`config.mk`:
```
export PLATFORM = sky130hd
export DESIGN_NAME = swap_pair_stage_flat
export DESIGN_NICKNAME = d
export VERILOG_FILES = /design/src/rtl/swap_pkg.sv /design/src/rtl/swap_pair_stage_if.sv /design/src/rtl/swap_fifo.sv /design/src/rtl/swap_pair_stage.sv /design/src/flat_wrapper.sv
export SDC_FILE = /design/constraint.sdc
export NUM_CORES = 1
export LEC_CHECK = 0
export ABC_CLOCK_PERIOD_IN_PS = 6200
export CAP_MARGIN = 20
export CORE_MARGIN = 2
export CORE_UTILIZATION = 51
export CTS_CLUSTER_DIAMETER = 80
export DETAILED_ROUTE_END_ITERATION = 8
export GPL_TIMING_DRIVEN = 0
export HOLD_SLACK_MARGIN = 0.06
export PLACE_DENSITY = 0.78
export SYNTH_ARGS = -nofsm -noshare
export SYNTH_HDL_FRONTEND = slang
export SYNTH_HIERARCHICAL = 1
export SYNTH_SLANG_ARGS = --single-unit
```
`constraint.sdc`:
```
create_clock -name clk -period 6.2 [get_ports clk]
set_clock_uncertainty 0.15 [all_clocks]
set_input_delay 1.24 -clock clk [delete_from_list [all_inputs] [get_ports clk]]
set_output_delay 1.24 -clock clk [all_outputs]
set_load 0.05 [all_outputs]
```
`src/rtl/swap_pkg.sv`:
```
`default_nettype none
// ============================================================================
//  Module   : swap_pkg
//  Brief    : Shared operand width, pair type and swap helper for the swap stage.
//  Revision : 1.0 - initial release
// ============================================================================
package swap_pkg;

  localparam int unsigned WIDTH = 4;
  localparam int unsigned CNT_W = 8;

  typedef struct packed {
    logic [WIDTH-1:0] a;
    logic [WIDTH-1:0] b;
  } pair_t;

  // With sort_en the pair is exchanged only when a > b, giving (min,max).
  function automatic pair_t swap_pair(input logic [WIDTH-1:0] a,
                                      input logic [WIDTH-1:0] b,
                                      input logic             sort_en);
    pair_t r;
    if (sort_en && !(a > b)) begin
      r.a = a;
      r.b = b;
    end else begin
      r.a = b;
      r.b = a;
    end
    return r;
  endfunction

endpackage
`default_nettype wire

```
`src/rtl/swap_pair_stage_if.sv`:
```
`default_nettype none
// ============================================================================
//  Module   : swap_pair_stage_if
//  Brief    : Upstream/downstream handshake bundle of the swap pair stage.
//  Revision : 1.0 - initial release
// ============================================================================
interface swap_pair_stage_if;
  import swap_pkg::*;

  logic             in_valid;
  logic             in_ready;
  logic [WIDTH-1:0] in_a;
  logic [WIDTH-1:0] in_b;
  logic             out_valid;
  logic             out_ready;
  logic [WIDTH-1:0] out_a;
  logic [WIDTH-1:0] out_b;
  logic [CNT_W-1:0] pair_count;

  // Environment side: produces pairs and consumes results.
  modport master (
    output in_valid, in_a, in_b, out_ready,
    input  in_ready, out_valid, out_a, out_b, pair_count
  );

  // Stage side.
  modport slave (
    input  in_valid, in_a, in_b, out_ready,
    output in_ready, out_valid, out_a, out_b, pair_count
  );

endinterface
`default_nettype wire

```
`src/rtl/swap_fifo.sv`:
```
`default_nettype none
// ============================================================================
//  Module   : swap_fifo
//  Brief    : Synchronous pair_t FIFO, extra-MSB pointers for full/empty.
//  Revision : 1.0 - initial release
// ============================================================================
module swap_fifo
  import swap_pkg::*;
#(
  parameter int unsigned DEPTH = 2
) (
  input  wire logic  clk,
  input  wire logic  rst,
  input  wire logic  push_i,
  input  wire pair_t wdata_i,
  input  wire logic  pop_i,
  output pair_t      rdata_o,
  output logic       full_o,
  output logic       empty_o
);

  localparam int unsigned AW = $clog2(DEPTH);
  localparam int unsigned PW = AW + 1;

  pair_t         mem_q [DEPTH];
  logic [PW-1:0] wr_ptr_q, wr_ptr_d;
  logic [PW-1:0] rd_ptr_q, rd_ptr_d;

  assign empty_o = (wr_ptr_q == rd_ptr_q);
  assign full_o  = (wr_ptr_q[PW-1] != rd_ptr_q[PW-1]) &&
                   (wr_ptr_q[AW-1:0] == rd_ptr_q[AW-1:0]);
  assign rdata_o = mem_q[rd_ptr_q[AW-1:0]];

  // Callers gate push/pop; the full/empty guards here keep pointers sane regardless.
  always_comb begin
    wr_ptr_d = wr_ptr_q;
    rd_ptr_d = rd_ptr_q;
    if (push_i && !full_o)  wr_ptr_d = wr_ptr_q + 1'b1;
    if (pop_i  && !empty_o) rd_ptr_d = rd_ptr_q + 1'b1;
  end

  always_ff @(posedge clk) begin
    if (rst) begin
      wr_ptr_q <= '0;
      rd_ptr_q <= '0;
    end else begin
      wr_ptr_q <= wr_ptr_d;
      rd_ptr_q <= rd_ptr_d;
    end
  end

  always_ff @(posedge clk) begin
    if (!rst && push_i && !full_o) mem_q[wr_ptr_q[AW-1:0]] <= wdata_i;
  end

endmodule
`default_nettype wire

```
`src/rtl/swap_pair_stage.sv`:
```
`default_nettype none
// ============================================================================
//  Module   : swap_pair_stage
//  Brief    : Handshaked swap stage: (a,b) in, (b,a) out through a small FIFO.
//             Define SWAP_SORT_EN for compare-and-swap (min,max) ordering.
//  Revision : 1.0 - initial release
// ============================================================================
module swap_pair_stage
  import swap_pkg::*;
#(
  parameter int unsigned DEPTH = 2
) (
  input wire logic         clk,
  input wire logic         rst,
  swap_pair_stage_if.slave sp_if
);

`ifdef SWAP_SORT_EN
  localparam logic SORT_EN = 1'b1;
`else
  localparam logic SORT_EN = 1'b0;
`endif

  pair_t            wr_pair;
  pair_t            head;
  pair_t            hold_q, hold_d;
  logic [CNT_W-1:0] count_q, count_d;
  logic             full, empty;
  logic             push, pop;
  logic             out_valid;

  assign wr_pair = swap_pair(sp_if.in_a, sp_if.in_b, SORT_EN);

  // Ready reflects FIFO occupancy only, so there is no combinational out->in path.
  assign sp_if.in_ready = !rst && !full;
  assign out_valid      = !rst && !empty;
  assign push           = sp_if.in_valid && sp_if.in_ready;
  assign pop            = out_valid && sp_if.out_ready;

  swap_fifo #(
    .DEPTH (DEPTH)
  ) u_fifo (
    .clk     (clk),
    .rst     (rst),
    .push_i  (push),
    .wdata_i (wr_pair),
    .pop_i   (pop),
    .rdata_o (head),
    .full_o  (full),
    .empty_o (empty)
  );

  // Between transfers the data lines keep showing the last delivered pair.
  always_comb begin
    hold_d  = hold_q;
    count_d = count_q;
    if (pop) begin
      hold_d  = head;
      count_d = count_q + 1'b1;
    end
  end

  always_ff @(posedge clk) begin
    if (rst) begin
      hold_q  <= '0;
      count_q <= '0;
    end else begin
      hold_q  <= hold_d;
      count_q <= count_d;
    end
  end

  assign sp_if.out_valid  = out_valid;
  assign sp_if.out_a      = empty ? hold_q.a : head.a;
  assign sp_if.out_b      = empty ? hold_q.b : head.b;
  assign sp_if.pair_count = count_q;

endmodule
`default_nettype wire
```
`src/flat_wrapper.sv`:
```
// flat-port wrapper written by rule: the top's interface ports become plain ports
module swap_pair_stage_flat import swap_pkg::*;
#(
  parameter int unsigned DEPTH = 2
)
  (clk, rst, sp_if_in_valid, sp_if_in_a, sp_if_in_b, sp_if_out_ready, sp_if_in_ready, sp_if_out_valid, sp_if_out_a, sp_if_out_b, sp_if_pair_count);
  swap_pair_stage_if sp_if_i ();
  input wire logic clk;
  input wire logic rst;
  input wire logic [$bits(sp_if_i.in_valid)-1:0] sp_if_in_valid;
  input wire logic [$bits(sp_if_i.in_a)-1:0] sp_if_in_a;
  input wire logic [$bits(sp_if_i.in_b)-1:0] sp_if_in_b;
  input wire logic [$bits(sp_if_i.out_ready)-1:0] sp_if_out_ready;
  output wire logic [$bits(sp_if_i.in_ready)-1:0] sp_if_in_ready;
  output wire logic [$bits(sp_if_i.out_valid)-1:0] sp_if_out_valid;
  output wire logic [$bits(sp_if_i.out_a)-1:0] sp_if_out_a;
  output wire logic [$bits(sp_if_i.out_b)-1:0] sp_if_out_b;
  output wire logic [$bits(sp_if_i.pair_count)-1:0] sp_if_pair_count;
  assign sp_if_i.in_valid = sp_if_in_valid;
  assign sp_if_i.in_a = sp_if_in_a;
  assign sp_if_i.in_b = sp_if_in_b;
  assign sp_if_i.out_ready = sp_if_out_ready;
  assign sp_if_in_ready = sp_if_i.in_ready;
  assign sp_if_out_valid = sp_if_i.out_valid;
  assign sp_if_out_a = sp_if_i.out_a;
  assign sp_if_out_b = sp_if_i.out_b;
  assign sp_if_pair_count = sp_if_i.pair_count;
  swap_pair_stage #(.DEPTH(DEPTH)) u_core (.clk(clk), .rst(rst), .sp_if(sp_if_i));
endmodule
```
==> metrics.md, run 1 <==
| Metric | Value |
|---|---|
| DP HPWL | `2.403 mm` |
| Number of gates resized after cts | `0` |
| GPL Wtd Cong | `0.7260` |
| DRT iter0 DRCs | `37` |
| Area delta synth->final | `26.82%` |
| Gr ovfl total | `0` |
| First-pass GRT wire length | `5.423 mm` |
| Reg2reg start | `u_core/u_fifo/wr_ptr_q[0]` |
| Post-CTS Setup Bufs | `0` |
| Worst-Margin Slew | `0.9353 ns` |
| Sink Count | `37` |
| Setup_tns | `0 ns` |
| Power, Total | `518.2 uW` |
| Vias | `1,199` |
| Critical Path End | `sp_if_in_ready` |
| Height of the die | `60.35 um` |
| Worst hold margin | `0.3112 ns` |
| Pleak | `0.7194 nW` |
| Placed Area | `1978 sq um` |
| Initial antenna violation count | `0` |
| Slew headroom | `0.3765` |
| EDFF count, synth | `16` |
| PD cells | `252.4 nW/um^2` |
| Int Pwr | `382.6 uW` |
| Clock root buffer | `clkbuf_4` |
| Post-synthesis average cell area | `11.01 sq um` |
| Clk network pwr share | `0.309` |
| Antenna diode count | `0` |
| Hold_buf cts | `0` |
| Final Hold Fails | `0` |
| Post-synthesis register bit count | `37` |
| Final wirelength | `3.368 mm` |
| Clk buf depth | `2` |
| Sw Share | `0.2617` |
| Final critical-path share of the clock period | `0.7034` |
| Critical Path End Type | `output pin` |
| Post-DR wirelength/cell | `14.71 um` |
| Hold Path Class | `flip-flop to flip-flop` |
| Placeable core area | `3028 sq um` |
| WHS Path Cells | `2` |
| Syn Inst Count | `147` |
| Synth Cell Area | `1619 sq um` |
| I/O Pins | `30` |
| Design area | `2053 sq um` |
| Antenna Nets Post-Route | `0` |
| DRC Markers | `0` |
| Crit path launch | `rst` |
| Pin count of the biggest net entering global routing | `15` |
| Largest fanout on the critical path | `10` |
| Fillers | `239` |
| Most used DFF post-synth | `dfxtp_1` |
| Crit path kind | `input port to output pin` |
| Overall Global Routing Usage | `0.2074` |
| FF-to-FF End | `u_core/u_fifo/rd_ptr_q[1]` |
| Seq/Total Area, Yosys | `0.5564` |
| Yosys warnings | `6` |
| Status | `finished, final reports clean` |
| H-Tree Depth | `2` |
| Worst endpoint required time | `4.81 ns` |
| R2R cell count | `9` |
| Die ar. | `3642 sq um` |
| Vias in the first global route | `1,226` |
| Die span in x | `60.35 um` |
| Mapped Nets | `160` |
| TritonCTS Buffers | `5` |
| Netlist cell types | `34` |
| Drt pass-1 iters | `4` |
| Tmin final | `4.361 ns` |
| Synth async-reset ratio | `0` |
| Fin nets | `197` |
| CTS tree | `done` |
| Worst Setup Start Kind | `input port` |
| Worst VDD drop | `0.1375 mV` |
| Switch Pwr | `135.6 uW` |
| Starting Density | `0.5347` |
| Clock Latency Late Sink | `0.34 ns` |
| Layout cell share with drive strength beyond 1 | `0.1730` |
| IO buf count | `29` |
| Max-slew violations | `0` |
| Logic pwr share | `0.181` |
| Maxcap violations | `0` |
| Highest Clock Rate | `0.2293 GHz` |
| Vias per inst | `5.236` |
| Clock slew at reported path FFs | `0.11 ns` |
| CP arrival | `2.97 ns` |
| Seq pwr share | `0.510` |
| # rows | `20` |
| # setup viols final | `0` |
| Flop-to-flop setup slack | `3.38 ns` |
| RSZ-0062 raised after global routing | `false` |
## how the worst min path moves through the flow
stage,start,to
after CTS,u_core/hold_q[5],u_core/hold_q[5]
after global routing,u_core/hold_q[6],u_core/hold_q[6]
final,u_core/hold_q[5],u_core/hold_q[5]
after floorplan,u_core/hold_q[0],u_core/hold_q[0]
after detailed placement,u_core/hold_q[5],u_core/hold_q[5]
after global placement,u_core/hold_q[3],u_core/hold_q[3]
## power groups by stage
stage | Combinational (mW) | Sequential, mW | Clock [mW]
after floorplan | 0.0611 | 0.271 | 0
after global placement | 0.0912 | 0.269 | 0
after detailed placement | 0.0939 | 0.270 | 0
after CTS | 0.0944 | 0.264 | 0.165
after global routing | 0.0993 | 0.265 | 0.173
final | 0.0937 | 0.264 | 0.160
## sequential cells by signal, summed over array words and instances, names as in the netlist, named ones only
name / flops
u_core/hold_q: 8
u_core/sp_if.pair_count: 8
u_core/u_fifo/mem_q: 16
u_core/u_fifo/rd_ptr_q: 2
u_core/u_fifo/wr_ptr_q: 2
## final cells by class
type,count,area (sq um),share of cell area
buffer,9,43.79,0.02133
clock buffer,6,41.29,0.02011
clock inverter,2,33.78,0.01645
inverter,3,11.26,0.005484
multi-input combinational,98,669.4,0.3260
sequential,37,900.9,0.4388
tap,44,55.05,0.02681
timing repair buffer,30,297.8,0.1450
## worst max-delay path, cell delays in order
cell and delay, ns:
clkdlybuf4s50_1 0.55, buf_6 0.21, nor2_1 0.14, clkdlybuf4s50_1 0.82
## cells by family after synthesis
logic type / Yosys count / synth area share
adder cells (fa/ha/maj): 1 / 0.007727
multiplexers: 19 / 0.1298
flip-flops: 37 / 0.5564
buffers and inverters: 12 / 0.03400
AO/OA/AOI/OAI: 23 / 0.08734
AND/OR/NAND/NOR: 50 / 0.1530
XOR/XNOR: 5 / 0.03169
## placed cells by master, fill, tap and decap left out, drive strengths merged, types with 2 or more instances in the layout
cell type       n
edfxtp         16
mux2i           3
o311ai          2
buf             3
nand2          23
nand2b          2
nor2            9
clkbuf         13
dfxtp          21
inv             3
clkdlybuf4s50  29
a21oi           5
mux2           16
or4             2
nand3           5
a311oi          3
xor2            2
o21ai          10
xnor2           3
nand3b          2
## per-stage QoR
stage	std cells	worst slack, ns	utilization
detailed placement	221	1.834	0.6533
global route	229	1.771	0.6781
global placement	220	1.893	0.6488
finish	229	1.839	0.6781
CTS	229	1.829	0.6781
floorplan	147	2.433	-
## metal layers
metal	share of wire	routed length, um	up-vias	GRT usage
li1	-	-	601	-
met1	0.43	1451	575	0.2345
met2	0.52	1742	18	0.3634
met3	0.037	124	5	0.06610
met4	0.015	50	0	0.08254
met5	0	0	-	0
## synthesized netlist by cell type, drive strengths merged (2+ instances only)
cell	n	share of area
nand3	5	0.015
buf	2	0.010
clkbuf	7	0.017
o311ai	2	0.011
a311oi	3	0.016
xnor2	3	0.016
inv	3	0.0070
dfxtp	21	0.26
o21ai	10	0.031
nand3b	2	0.0093
a21oi	5	0.015
nand2b	2	0.0093
nand2	23	0.053
mux2i	3	0.019
xor2	2	0.015
mux2	16	0.11
edfxtp	16	0.30
nor2	9	0.021
or4	2	0.0093
No activity file was read; power rests on OpenSTA's default activity.
==> run 2, diff against run 1 <==
--- a/config.mk
+++ b/config.mk
@@ -5,15 +5,15 @@
 export SDC_FILE = /design/constraint.sdc
 export NUM_CORES = 1
 export LEC_CHECK = 0
-export ABC_CLOCK_PERIOD_IN_PS = 6200
+export ABC_CLOCK_PERIOD_IN_PS = 3590
 export CAP_MARGIN = 20
 export CORE_MARGIN = 2
-export CORE_UTILIZATION = 51
+export CORE_UTILIZATION = 46
 export CTS_CLUSTER_DIAMETER = 80
 export DETAILED_ROUTE_END_ITERATION = 8
 export GPL_TIMING_DRIVEN = 0
 export HOLD_SLACK_MARGIN = 0.06
-export PLACE_DENSITY = 0.78
+export PLACE_DENSITY = 0.74
 export SYNTH_ARGS = -nofsm -noshare
 export SYNTH_HDL_FRONTEND = slang
 export SYNTH_HIERARCHICAL = 1
==> constraint.sdc (replaced) <==
create_clock -name clk -period 3.59 [get_ports clk]
set_clock_uncertainty 0.15 [all_clocks]
set_input_delay 0.718 -clock clk [delete_from_list [all_inputs] [get_ports clk]]
set_output_delay 0.718 -clock clk [all_outputs]
set_load 0.05 [all_outputs]
==> metrics.md, run 2 (synthesis gave the netlist of run 1 again) <==
| Metric | Value |
|---|---|
| CTS tree | `done` |
| Worst hold margin | `0.3157 ns` |
| Post-CTS Setup Bufs | `0` |
| TritonCTS Buffers | `5` |
| Overall Global Routing Usage | `0.1732` |
| H-Tree Depth | `2` |
| Largest fanout on the critical path | `10` |
| Vias in the first global route | `1,200` |
| Placed Area | `1981 sq um` |
| Status | `finished, final reports clean` |
| DRC Markers | `0` |
| Vias per inst | `5.147` |
| First-pass GRT wire length | `5.340 mm` |
| Post-DR wirelength/cell | `14.25 um` |
| I/O Pins | `30` |
| Non-Filler Instances | `231` |
| Max reg flops | `16` |
| Fin nets | `197` |
| GPL Wtd Cong | `0.7396` |
| Flop-to-flop setup slack | `0.83 ns` |
| Clock Latency Late Sink | `0.33 ns` |
| Hold Path Class | `flip-flop to flip-flop` |
| Clock slew at reported path FFs | `0.10 ns` |
| Gr ovfl total | `0` |
| Placeable core area | `3363 sq um` |
| RSZ-0062 raised after global routing | `false` |
| Tmin final | `3.333 ns` |
| DP HPWL | `2.403 mm` |
| Height of the die | `63.33 um` |
| Critical Path End Type | `output pin` |
| Starting Density | `0.4814` |
| Initial antenna violation count | `0` |
| Design area | `2053 sq um` |
| CP arrival | `2.47 ns` |
| # rows | `21` |
| IO buf count | `29` |
| Clock root buffer | `clkbuf_4` |
| Sink Count | `37` |
| Worst endpoint required time | `2.72 ns` |
| Maxcap violations | `0` |
| Drt pass-1 iters | `4` |
| Clk buf depth | `2` |
| PD cells | `400.7 nW/um^2` |
| Max-slew violations | `0` |
| Final wirelength | `3.292 mm` |
| Highest Clock Rate | `0.3000 GHz` |
| Number of gates resized after cts | `1` |
| DRT iter0 DRCs | `64` |
| Hold_buf cts | `0` |
| Final Hold Fails | `0` |
| Layout cell share with drive strength beyond 1 | `0.1838` |
| Crit path kind | `flip-flop to output pin` |
| Setup_tns | `0 ns` |
| Worst-Margin Slew | `0.8874 ns` |
| Hold Path End | `u_core/hold_q[1]` |
| Area delta synth->final | `26.82%` |
| Vias | `1,189` |
| Beginning of the worst hold path | `u_core/hold_q[1]` |
| Worst VDD drop | `0.2447 mV` |
| Core Util, Final | `0.6105` |
| FF-to-FF End | `u_core/u_fifo/rd_ptr_q[1]` |
| Final critical-path share of the clock period | `0.9284` |
| R2R cell count | `9` |
| Dpl cells | `223` |
| Reg2reg start | `u_core/u_fifo/wr_ptr_q[0]` |
| WHS Path Cells | `2` |
| Die span in x | `63.33 um` |
| Worst Setup Start Kind | `flip-flop` |
| Antenna Nets Post-Route | `0` |
| Die ar. | `4010 sq um` |
| Commonest non-fill, non-tap cell in the layout | `nand2_1` |
| Most frequent cells in the layout | `nand2_1, clkdlybuf4s50_1, dfxtp_1, mux2_2, edfxtp_1` |
| Pin count of the biggest net entering global routing | `15` |
| Antenna diode count | `0` |
| Slew headroom | `0.4084` |
| # setup viols final | `0` |
| Pleak | `0.8427 nW` |
## run 2: worst max path at each step
| stage | end | cells after the start | slack (ns) | startpoint |
|---|---|---|---|---|
| after global routing | sp_if_out_valid | 6 | 0.09 | u_core/u_fifo/rd_ptr_q[0] |
| after CTS | sp_if_out_a[3] | 6 | 0.05 | u_core/u_fifo/wr_ptr_q[0] |
| after global placement | u_core/u_fifo/mem_q[0][2] | 5 | -0.13 | rst |
| after floorplan | u_core/u_fifo/mem_q[0][0] | 4 | 0.34 | rst |
| final | sp_if_out_valid | 6 | 0.26 | u_core/u_fifo/wr_ptr_q[0] |
| after detailed placement | sp_if_out_a[3] | 6 | 0.24 | u_core/u_fifo/wr_ptr_q[0] |
## run 2: where the power goes
part,leakage [nW],internal (mW),switching [mW]
sequential,0.315,0.451,0.00550
clock,0.0320,0.0746,0.130
combinational,0.495,0.0642,0.0975
total,0.843,0.590,0.233
## run 2: area by class of cell
type / count / area, sq um
fillers: 298 / 1310
flip-flops and latches: 37 / 900.9
multi-input cells: 98 / 669.4
repair buffers: 30 / 317.8
well taps: 46 / 57.56
plain buffers: 9 / 45.04
clock buffers: 6 / 41.29
inverters: 3 / 11.26
clock inverters: 2 / 10.01
## run 2: critical path: stages (launching register included)
cell             delay (ns)
dfxtp_1                0.32
clkbuf_1               0.31
xor2_1                 0.22
nor2_1                 0.09
clkbuf_2               0.23
nor2_1                 0.15
clkdlybuf4s50_1        0.81
## run 2: stage by stage
| step | setup WS (ns) | total power, mW |
|---|---|---|
| finish | 0.2569 | 0.8227 |
| global route | 0.08918 | 0.8552 |
| CTS | 0.05460 | 0.8317 |
| detailed placement | 0.2375 | 0.6296 |
| global placement | -0.1250 | 0.6233 |
| floorplan | 0.3446 | 0.5728 |
## run 2: per-layer routing
metal	up-vias	global-route usage	routed length (um)
met5	-	0	0
met1	553	0.1926	1358
met4	0	0.05978	39
met3	6	0.04464	169
li1	599	-	-
met2	31	0.3171	1724
==> run 3, diff against run 2 <==
--- a/config.mk
+++ b/config.mk
@@ -8,7 +8,7 @@
 export ABC_CLOCK_PERIOD_IN_PS = 3590
 export CAP_MARGIN = 20
 export CORE_MARGIN = 2
-export CORE_UTILIZATION = 46
+export CORE_UTILIZATION = 45
 export CTS_CLUSTER_DIAMETER = 80
 export DETAILED_ROUTE_END_ITERATION = 8
 export GPL_TIMING_DRIVEN = 0
@@ -16,5 +16,5 @@
 export PLACE_DENSITY = 0.74
 export SYNTH_ARGS = -nofsm -noshare
 export SYNTH_HDL_FRONTEND = slang
-export SYNTH_HIERARCHICAL = 1
 export SYNTH_SLANG_ARGS = --single-unit
+export TNS_END_PERCENT = 30
==> metrics.md, run 3 <==
| Metric | Value |
|---|---|
| Status | `finished, final reports clean` |
| Post-DR wirelength/cell | `13.32 um` |
| Worst VDD drop | `0.3644 mV` |
| Worst-Margin Slew | `0.7303 ns` |
| Crit path launch | `u_core.u_fifo.rd_ptr_q[0]` |
| Placed Area | `1874 sq um` |
| First-pass GRT wire length | `5.154 mm` |
| Vias in the first global route | `1,113` |
| Clock slew at reported path FFs | `0.12 ns` |
| I/O Pins | `30` |
| Post-CTS Setup Bufs | `0` |
| Drt pass-1 iters | `4` |
| Final wirelength | `2.943 mm` |
| Vias | `1,145` |
| Seq/Total Area, Yosys | `0.5863` |
| Post-synthesis register bit count | `37` |
| # rows | `21` |
| Placeable core area | `3311 sq um` |
| Design area | `1993 sq um` |
| Fillers | `292` |
| Power, Total | `1.627 mW` |
| Synth async-reset ratio | `0` |
| Die span in x | `62.43 um` |
| Flop-to-flop setup slack | `1.42 ns` |
| Yosys warnings | `0` |
| Core Util, Final | `0.6020` |
| Tmin final | `3.330 ns` |
| TritonCTS Buffers | `5` |
| R2R cell count | `5` |
| Hold Path End | `u_core.hold_q[1]` |
| EDFF count, synth | `16` |
| Syn Inst Count | `139` |
| H-Tree Depth | `2` |
| DP HPWL | `2.145 mm` |
| Final Hold Fails | `0` |
| # setup viols final | `0` |
| Hold Path Class | `flip-flop to flip-flop` |
| Highest Clock Rate | `0.3003 GHz` |
| IO buf count | `28` |
| WHS Path Cells | `2` |
| Overall Global Routing Usage | `0.1720` |
| Slew headroom | `0.5114` |
| Reg2reg start | `u_core.u_fifo.wr_ptr_q[0]` |
| Worst Setup Start Kind | `flip-flop` |
| Starting Density | `0.4641` |
| Gr ovfl total | `0` |
| Antenna Nets Post-Route | `0` |
| DRC Markers | `0` |
| Sink Count | `37` |
| Antenna diode count | `0` |
| Commonest non-fill, non-tap cell in the layout | `nor2_1` |
| Clock Latency Late Sink | `0.34 ns` |
| Final critical-path share of the clock period | `0.9276` |
| Fin nets | `187` |
| Clock root buffer | `clkbuf_4` |
| Pin count of the biggest net entering global routing | `14` |
| Initial antenna violation count | `0` |
| GPL Wtd Cong | `0.7799` |
| Crit path kind | `flip-flop to output pin` |
| Area leader, netlist | `edfxtp_1` |
| Mapped Nets | `152` |
| Number of gates resized after cts | `2` |
| DRT iter0 DRCs | `61` |
| Critical Path End Type | `output pin` |
| RSZ-0062 raised after global routing | `false` |
| Area delta synth->final | `29.72%` |
| Pleak | `0.7424 nW` |
| Synth Cell Area | `1536 sq um` |
| CP arrival | `2.46 ns` |
| Post-synth top cells | `nor2_1, dfxtp_1, edfxtp_1` |
| Largest fanout on the critical path | `10` |
| Max reg flops | `16` |
| Vias per inst | `5.181` |
| Netlist cell types | `25` |
| Layout cell share with drive strength beyond 1 | `0.09143` |
| FF-to-FF End | `u_core.u_fifo.mem_q[0][1]` |
| Most frequent cells in the layout | `nor2_1, dfxtp_1, clkdlybuf4s50_1, edfxtp_1, a21oi_1` |
| Synth top area cells | `edfxtp_1, dfxtp_1, nor2_1` |
| Post-synth top area share | `0.3127` |
| Count leader, synth | `nor2_1` |
| Height of the die | `62.43 um` |
| Hold_buf cts | `0` |
| Max-slew violations | `0` |
| Post-synthesis average cell area | `11.05 sq um` |
| Beginning of the worst hold path | `u_core.hold_q[1]` |
| CTS tree | `done` |
| PD cells | `816.5 nW/um^2` |
| Maxcap violations | `0` |
| Setup_tns | `0 ns` |
| Most used DFF post-synth | `dfxtp_1` |
| Worst endpoint required time | `2.72 ns` |
| Die ar. | `3898 sq um` |
| Clk buf depth | `2` |
run 3: how the worst max path moves through the flow:
stage                                     end  slack, ns  cells past startpoint
finish                         sp_if_out_a[0]       0.26                      6
global route                   sp_if_out_b[1]       0.13                      6
CTS                            sp_if_out_a[1]     0.0009                      6
detailed placement             sp_if_out_a[0]       0.37                      6
global placement               sp_if_out_a[0]       0.41                      6
floorplan           u_core.u_fifo.mem_q[0][0]       0.76                      4
run 3: per-layer routing:
layer | vias to the layer above | track usage | part of all wire | wire length [um]
met5 | - | 0 | 0 | 0
met4 | 0 | 0.05833 | 0.015 | 45
met3 | 6 | 0.05586 | 0.049 | 143
met2 | 33 | 0.2836 | 0.52 | 1516
met1 | 549 | 0.2130 | 0.42 | 1237
li1 | 557 | - | - | -
run 3: kinds of logic (layout without fill, tap and decap cells):
kind of cell,after synthesis,after routing,share of synthesized area
simple gates,40,40,0.1091
mux,10,10,0.06515
fa+ha+maj,1,1,0.008142
xor+xnor,11,11,0.06760
flops,37,37,0.5863
buf+inv,10,46,0.02931
compound gates,30,30,0.1344
run 3: per-stage QoR:
stage | std cells | setup WS [ns] | hold WS, ns
2_1_floorplan | 139 | 0.7601 | 0.3232
3_3_place_gp | 213 | 0.4061 | 0.3380
3_5_place_dp | 213 | 0.3681 | 0.3441
4_1_cts | 221 | 0.0009226 | 0.3603
5_1_grt | 221 | 0.1322 | 0.3894
6_report | 221 | 0.2600 | 0.3592
run 3: report_power, final:
part | internal, mW | switching [mW]
Combinational | 0.233 | 0.500
Clock | 0.219 | 0.145
Sequential | 0.494 | 0.0351
run 3: area by class of cell:
| type | instances | area [sq um] | area share |
|---|---|---|---|
| multi-input combinational | 92 | 590.6 | 0.2963 |
| timing repair buffer | 28 | 292.8 | 0.1469 |
| tap | 46 | 57.56 | 0.02888 |
| inverter | 2 | 7.507 | 0.003766 |
| buffer | 8 | 37.54 | 0.01883 |
| clock inverter | 3 | 68.82 | 0.03453 |
| sequential | 37 | 900.9 | 0.4520 |
| clock buffer | 5 | 37.54 | 0.01883 |
run 3: worst max-delay path, cell delays in order (launching register included):
cell and delay [ns]:
dfxtp_1 0.37, xnor2_1 0.27, buf_2 0.29, nand2_1 0.20, buf_2 0.26, a21oi_1 0.18
dlygate4sd2_1 0.55
